**config.mk**
```make
export PLATFORM = sky130hd
export DESIGN_NAME = fwd_hazard_unit
export DESIGN_NICKNAME = d
export VERILOG_FILES = /design/src/rtl/fwd_hazard_unit.sv
export SDC_FILE = /design/constraint.sdc
export NUM_CORES = 1
export LEC_CHECK = 0
export CORE_AREA = 3 3 201 203
export CTS_BUF_LIST = sky130_fd_sc_hd__clkbuf_8
export CTS_CLUSTER_DIAMETER = 150
export DETAILED_ROUTE_END_ITERATION = 16
export DIE_AREA = 0 0 204 206
export DONT_BUFFER_PORTS = 1
export GPL_ROUTABILITY_DRIVEN = 0
export PLACE_DENSITY_LB_ADDON = 0.3
export RECOVER_POWER = 25
export SYNTH_ARGS = -nofsm -noshare
export SYNTH_HDL_FRONTEND = slang
export SYNTH_SLANG_ARGS = --single-unit
```
**constraint.sdc**
```tcl
create_clock -name clk -period 1.97 [get_ports clk]
set_input_delay 0.197 -clock clk [delete_from_list [all_inputs] [get_ports clk]]
set_output_delay 0.197 -clock clk [all_outputs]
set_load 0.01 [all_outputs]
```
**src/rtl/fwd_hazard_unit.sv**
```systemverilog
// Operand/flag forwarding plus load-use hazard detection for a 5-stage pipeline.
// Forwarding paths are purely combinational; the stall sequencer is a small IDLE/STALL FSM.
module fwd_hazard_unit #(
    parameter int DATA_W   = 64,
    parameter int REG_W    = 5,
    parameter int ZERO_REG = 31,
    parameter int LOAD_LAT = 1
) (
    input  logic              clk,
    input  logic              reset,
    input  logic              id_valid,
    input  logic [REG_W-1:0]  Aa,
    input  logic [REG_W-1:0]  Ab,
    input  logic [DATA_W-1:0] Da_rf,
    input  logic [DATA_W-1:0] Db_rf,
    input  logic [REG_W-1:0]  rd_ex,
    input  logic [REG_W-1:0]  rd_mem,
    input  logic [REG_W-1:0]  rd_wb,
    input  logic              regwrite_ex,
    input  logic              regwrite_mem,
    input  logic              regwrite_wb,
    input  logic              memread_ex,
    input  logic [DATA_W-1:0] d_ex,
    input  logic [DATA_W-1:0] d_mem,
    input  logic [DATA_W-1:0] d_wb,
    input  logic [3:0]        flags_ex,
    input  logic              FlagUp_ex,
    output logic [DATA_W-1:0] Da,
    output logic [DATA_W-1:0] Db,
    output logic [3:0]        flags,
    output logic              stall,
    output logic              bubble,
    output logic [31:0]       stall_cycles
);

    localparam int CNT_W = (LOAD_LAT > 1) ? $clog2(LOAD_LAT) : 1;
    localparam logic [REG_W-1:0] ZERO_IDX = REG_W'(ZERO_REG);
    localparam logic [CNT_W-1:0] CNT_INIT = CNT_W'((LOAD_LAT > 1) ? (LOAD_LAT - 2) : 0);

    typedef enum logic {
        IDLE  = 1'b0,
        STALL = 1'b1
    } state_t;

    state_t           state_q, state_d;
    logic [CNT_W-1:0] cnt_q, cnt_d;
    logic [3:0]       flags_q;
    logic [31:0]      stall_cycles_q, stall_cycles_d;

    logic ex_safe, mem_safe, wb_safe;
    logic hazard;
    logic stall_int;

    logic [REG_W-1:0]  src_idx  [2];
    logic [DATA_W-1:0] rf_data  [2];
    logic [DATA_W-1:0] fwd_data [2];

    // A stage writing the hard-zero register never supplies data nor causes a hazard.
    assign ex_safe  = regwrite_ex  && (rd_ex  != ZERO_IDX);
    assign mem_safe = regwrite_mem && (rd_mem != ZERO_IDX);
    assign wb_safe  = regwrite_wb  && (rd_wb  != ZERO_IDX);

    assign src_idx[0] = Aa;
    assign src_idx[1] = Ab;
    assign rf_data[0] = Da_rf;
    assign rf_data[1] = Db_rf;

    genvar gi;
    generate
        for (gi = 0; gi < 2; gi++) begin : g_fwd
            // Youngest producer wins: EX, then MEM, then WB, then the register file.
            always_comb begin
                fwd_data[gi] = rf_data[gi];
                if (src_idx[gi] != ZERO_IDX) begin
                    if (ex_safe && (rd_ex == src_idx[gi])) begin
                        fwd_data[gi] = d_ex;
                    end else if (mem_safe && (rd_mem == src_idx[gi])) begin
                        fwd_data[gi] = d_mem;
                    end else if (wb_safe && (rd_wb == src_idx[gi])) begin
                        fwd_data[gi] = d_wb;
                    end
                end
            end
        end
    endgenerate

    assign Da = fwd_data[0];
    assign Db = fwd_data[1];

    assign flags = FlagUp_ex ? flags_ex : flags_q;

    assign hazard = id_valid && memread_ex && ex_safe &&
                    ((rd_ex == Aa) || (rd_ex == Ab));

    always_comb begin
        state_d   = state_q;
        cnt_d     = cnt_q;
        stall_int = 1'b0;
        case (state_q)
            IDLE: begin
                stall_int = hazard;
                // With a one-cycle latency the IDLE cycle itself is the whole stall.
                if (hazard && (LOAD_LAT > 1)) begin
                    state_d = STALL;
                    cnt_d   = CNT_INIT;
                end
            end
            STALL: begin
                stall_int = 1'b1;
                if (cnt_q != '0) begin
                    cnt_d = cnt_q - CNT_W'(1);
                end else begin
                    state_d = IDLE;
                end
            end
            default: begin
                state_d = IDLE;
                cnt_d   = '0;
            end
        endcase
    end

    assign stall  = stall_int;
    assign bubble = stall_int;

    always_comb begin
        stall_cycles_d = stall_cycles_q;
        if (stall_int && (stall_cycles_q != 32'hFFFF_FFFF)) begin
            stall_cycles_d = stall_cycles_q + 32'd1;
        end
    end

    assign stall_cycles = stall_cycles_q;

    always_ff @(posedge clk) begin
        if (reset) begin
            state_q        <= IDLE;
            cnt_q          <= '0;
            flags_q        <= 4'b0000;
            stall_cycles_q <= 32'd0;
        end else begin
            state_q        <= state_d;
            cnt_q          <= cnt_d;
            stall_cycles_q <= stall_cycles_d;
            if (FlagUp_ex) begin
                flags_q <= flags_ex;
            end
        end
    end

endmodule

```
==> impl_metrics.py <==
metrics = {
    "clocking": {
        "cts_sinks": 36,
        "root_buffer": "clkbuf_8",
        "htree_levels": 2,
        "clk_pin_slew_worst_paths_ps": 90,
        "numCtsBuffers": 5,
        "insertion_delay_ps": 300,
        "cts_tree": "built",
        "clk_path_buf_depth": 2,
    },
    "detailed_routing": {
        "post_drt_wl_per_cell_um": 26.0,
        "wl_met2_mm": 20.9,
        "first_pass_iters": 9,
        "routed_wl_mm": 44.0,
        "postRouteAntennaNets": 0,
        "wl_met3_mm": 4.95,
        "top_layer": "met4",
        "vias_per_cell": 5.80,
        "drc": 0,
        "drtIter0Drc": 1063,
        "wl_met1_mm": 16.8,
        "dr_total_vias": 9819,
    },
    "finish": {
        "multi_input_area_mm2": 0.00630,
        "nets": 1530,
        "area_growth_pct": 52.3,
        "stdcell_area_mm2": 0.0103,
        "final_cells": 1693,
        "num-fill-cells": 4255,
        "final_common_cell": "buf_4",
        "seqCellArea_um2": 731,
        "final_cell_mix": "buf_4 (159), nor2b_1 (136), a22oi_1 (128)",
        "drive_gt1_frac": 0.295,
    },
    "sta": {
        "min_period_ps": 2030,
        "relSlewSlack": 0.555,
        "setup_ws_ps": -58.8,
        "max_freq_mhz": 493,
        "hold_viol_final": 0,
        "fin_crit_sh": 1.03,
        "max_slew.worst_pin.slew_ps": 668,
        "clock_skew_ps": 6.69,
        "drv_slew": 0,
        "setup_violations": 4,
        "rsz0062_at_grt": "yes",
    },
    "worst_setup_path": {
        "crit_required_ps": 1770,
        "path_class": "in -> out",
        "cp_max_fo": 40,
        "cp_cell_sequence": "nand3_1, o21ai_4, nor4_4, or2_2, buf_12, o31ai_2, buf_4",
        "crit_arrival_ps": 1830,
        "slowest_stage": "o31ai_2",
        "critPathLaunchType": "input pin",
        "worst_setup_path_end_kind": "output port",
        "ff2ff_path_depth": 8,
        "critPathMaxStageDelay_ps": 390,
    },
    "pwr": {
        "switching_share": 0.371,
        "combPwrFrac": 0.504,
        "seq_power_share": 0.253,
        "p_leak_nw": 3.35,
        "power_density_mw_per_mm2": 280,
        "p_clk_frac": 0.243,
        "netSwitchingPower_mw": 1.07,
        "peakVddDrop_uv": 268,
        "p_int_mw": 1.81,
    },
    "flow_run": {
        "cap_violations": 0,
    },
    "global_route": {
        "grt_max_degree": 65,
        "grt_pass1_vias": 9286,
        "antenna_found_initial": 1,
        "grt_overflow": 0,
        "groute.usage.overall": 0.175,
        "grt_pass1_wl_mm": 57.6,
    },
    "floorplan": {
        "initial_utilization": 0.175,
        "die_h_um": 206,
        "placementRows": 72,
        "die_w_um": 204,
        "core_area_mm2": 0.0386,
        "dieArea_mm2": 0.0420,
        "io_pins": 523,
    },
    "placed_design": {
        "dp_cells": 1655,
        "hpwl_mm": 30.7,
        "place_area_mm2": 0.00897,
        "post-place-ws_ps": -617,
        "io_buffers": 0,
    },
    "synthesis": {
        "ys_top_cells_by_area": "a211oi_1 (14%), a22oi_1 (14%), nor2b_1 (13%), dfxtp_1 (11%), o31ai_1 (7.8%)",
        "synth-seq-cells": 36,
        "syn_inst": 1021,
        "syn-num-nets": 1379,
        "synth_area_mm2": 0.00675,
        "yosysUniqueCellTypes": 39,
        "ys_warn_count": 0,
        "avgSynthCellArea_um2": 6.61,
        "yosysSeqAreaShare": 0.107,
        "netlist.area_leader.share": 0.142,
        "yosysTopAreaCell": "a211oi_1",
    },
    "status": {
        "violations": "setup timing",
        "status": "finished with violations",
    },
    "worst_hold_path": {
        "min_delay_path_depth": 2,
        "hold_class": "in -> reg",
    },
}
[sequential cells by signal (all words and copies together) (netlist names)]
name	flops
stall_cycles	32
flags_q	4
[worst max-delay path: cells and delay by family]
kind | cells | cell delay (ps)
simple gates | 3 | 560
buf+inv | 2 | 370
compound gates | 2 | 630
[area by class of cell]
| type | instances | share of cell area |
|---|---|---|
| Sequential cell | 36 | 0.0711 |
| Clock buffer | 5 | 0.00669 |
| Inverter | 3 | 0.00110 |
| Tap cell | 518 | 0.0630 |
| Antenna cell | 2 | 0.000487 |
| Timing Repair Buffer | 250 | 0.240 |
| Clock inverter | 3 | 0.00450 |
| Multi-Input combinational cell | 876 | 0.613 |
[final timing paths]
| check | slack [ps] | to | start |
|---|---|---|---|
| min | 110 | stall_cycles[22] | reset |
| max | -60 | Da[37] | rd_ex[2] |
| min reg2reg | 520 | stall_cycles[6] | stall_cycles[6] |
| max reg2reg | 50 | stall_cycles[10] | stall_cycles[0] |
[cell usage after synthesis, drive strengths merged]
library cell / n
o21ai: 152
nor2b: 138
a211oi: 128
a22oi: 128
nor2: 78
clkbuf: 77
o31ai: 70
dfxtp: 36
buf: 30
a21oi: 26
nand3: 20
or3: 19
xnor2: 18
nand4: 17
nand2: 16
xor2: 12
nor3: 11
mux2: 10
and3: 7
or4: 6
nor4: 5
and4: 4
inv: 3
and2: 2
nor3b: 2
o2111ai: 2
ha: 1
nand4b: 1
or2: 1
or3b: 1
[stage by stage]
stage | setup TNS [ps] | power (mW) | utilization | hold WS (ps)
2_1_floorplan | 0 | 1.50 | - | 414
3_3_place_gp | -41580 | 1.98 | 0.232 | 272
3_5_place_dp | -40460 | 1.99 | 0.232 | 274
4_1_cts | -315 | 2.78 | 0.246 | 100
5_1_grt | -2400 | 3.03 | 0.266 | 115
6_report | -93.1 | 2.88 | 0.266 | 107
[power groups by stage]
stage	Combinational, mW	Clock [mW]	Sequential [mW]
5_1_grt	1.54	0.753	0.731
3_5_place_dp	1.24	0	0.750
3_3_place_gp	1.23	0	0.750
4_1_cts	1.33	0.719	0.733
2_1_floorplan	0.747	0	0.750
6_report	1.45	0.700	0.730
[cells by family (layout without fill, tap and decap cells)]
kind of cell,count (synthesis),after routing,share of synthesized area
other,0,2,0
adder cells (fa/ha/maj),1,1,0.00185
buffers and inverters,110,261,0.0669
flip-flops,36,36,0.107
multiplexers,10,10,0.0167
AO/OA/AOI/OAI,506,506,0.498
AND/OR/NAND/NOR,328,329,0.271
XOR/XNOR,30,30,0.0389
[per-layer routing]
metal	GRT usage	vias to the layer above
met5	0	-
li1	-	4256
met3	0.0576	97
met1	0.204	4776
met4	0.0629	0
met2	0.302	690
[what timing repair did]
action / in CTS / in global routing
buffers inserted: 9 / 7
hold buffers: 1 / 0
hold endpoints to repair: 30 / 0
setup endpoints to repair: 136 / 131
pin swaps: 23 / 65
gates cloned: 3 / 9
gates resized for setup: 49 / 119
Power figures use the tool's default switching activity.
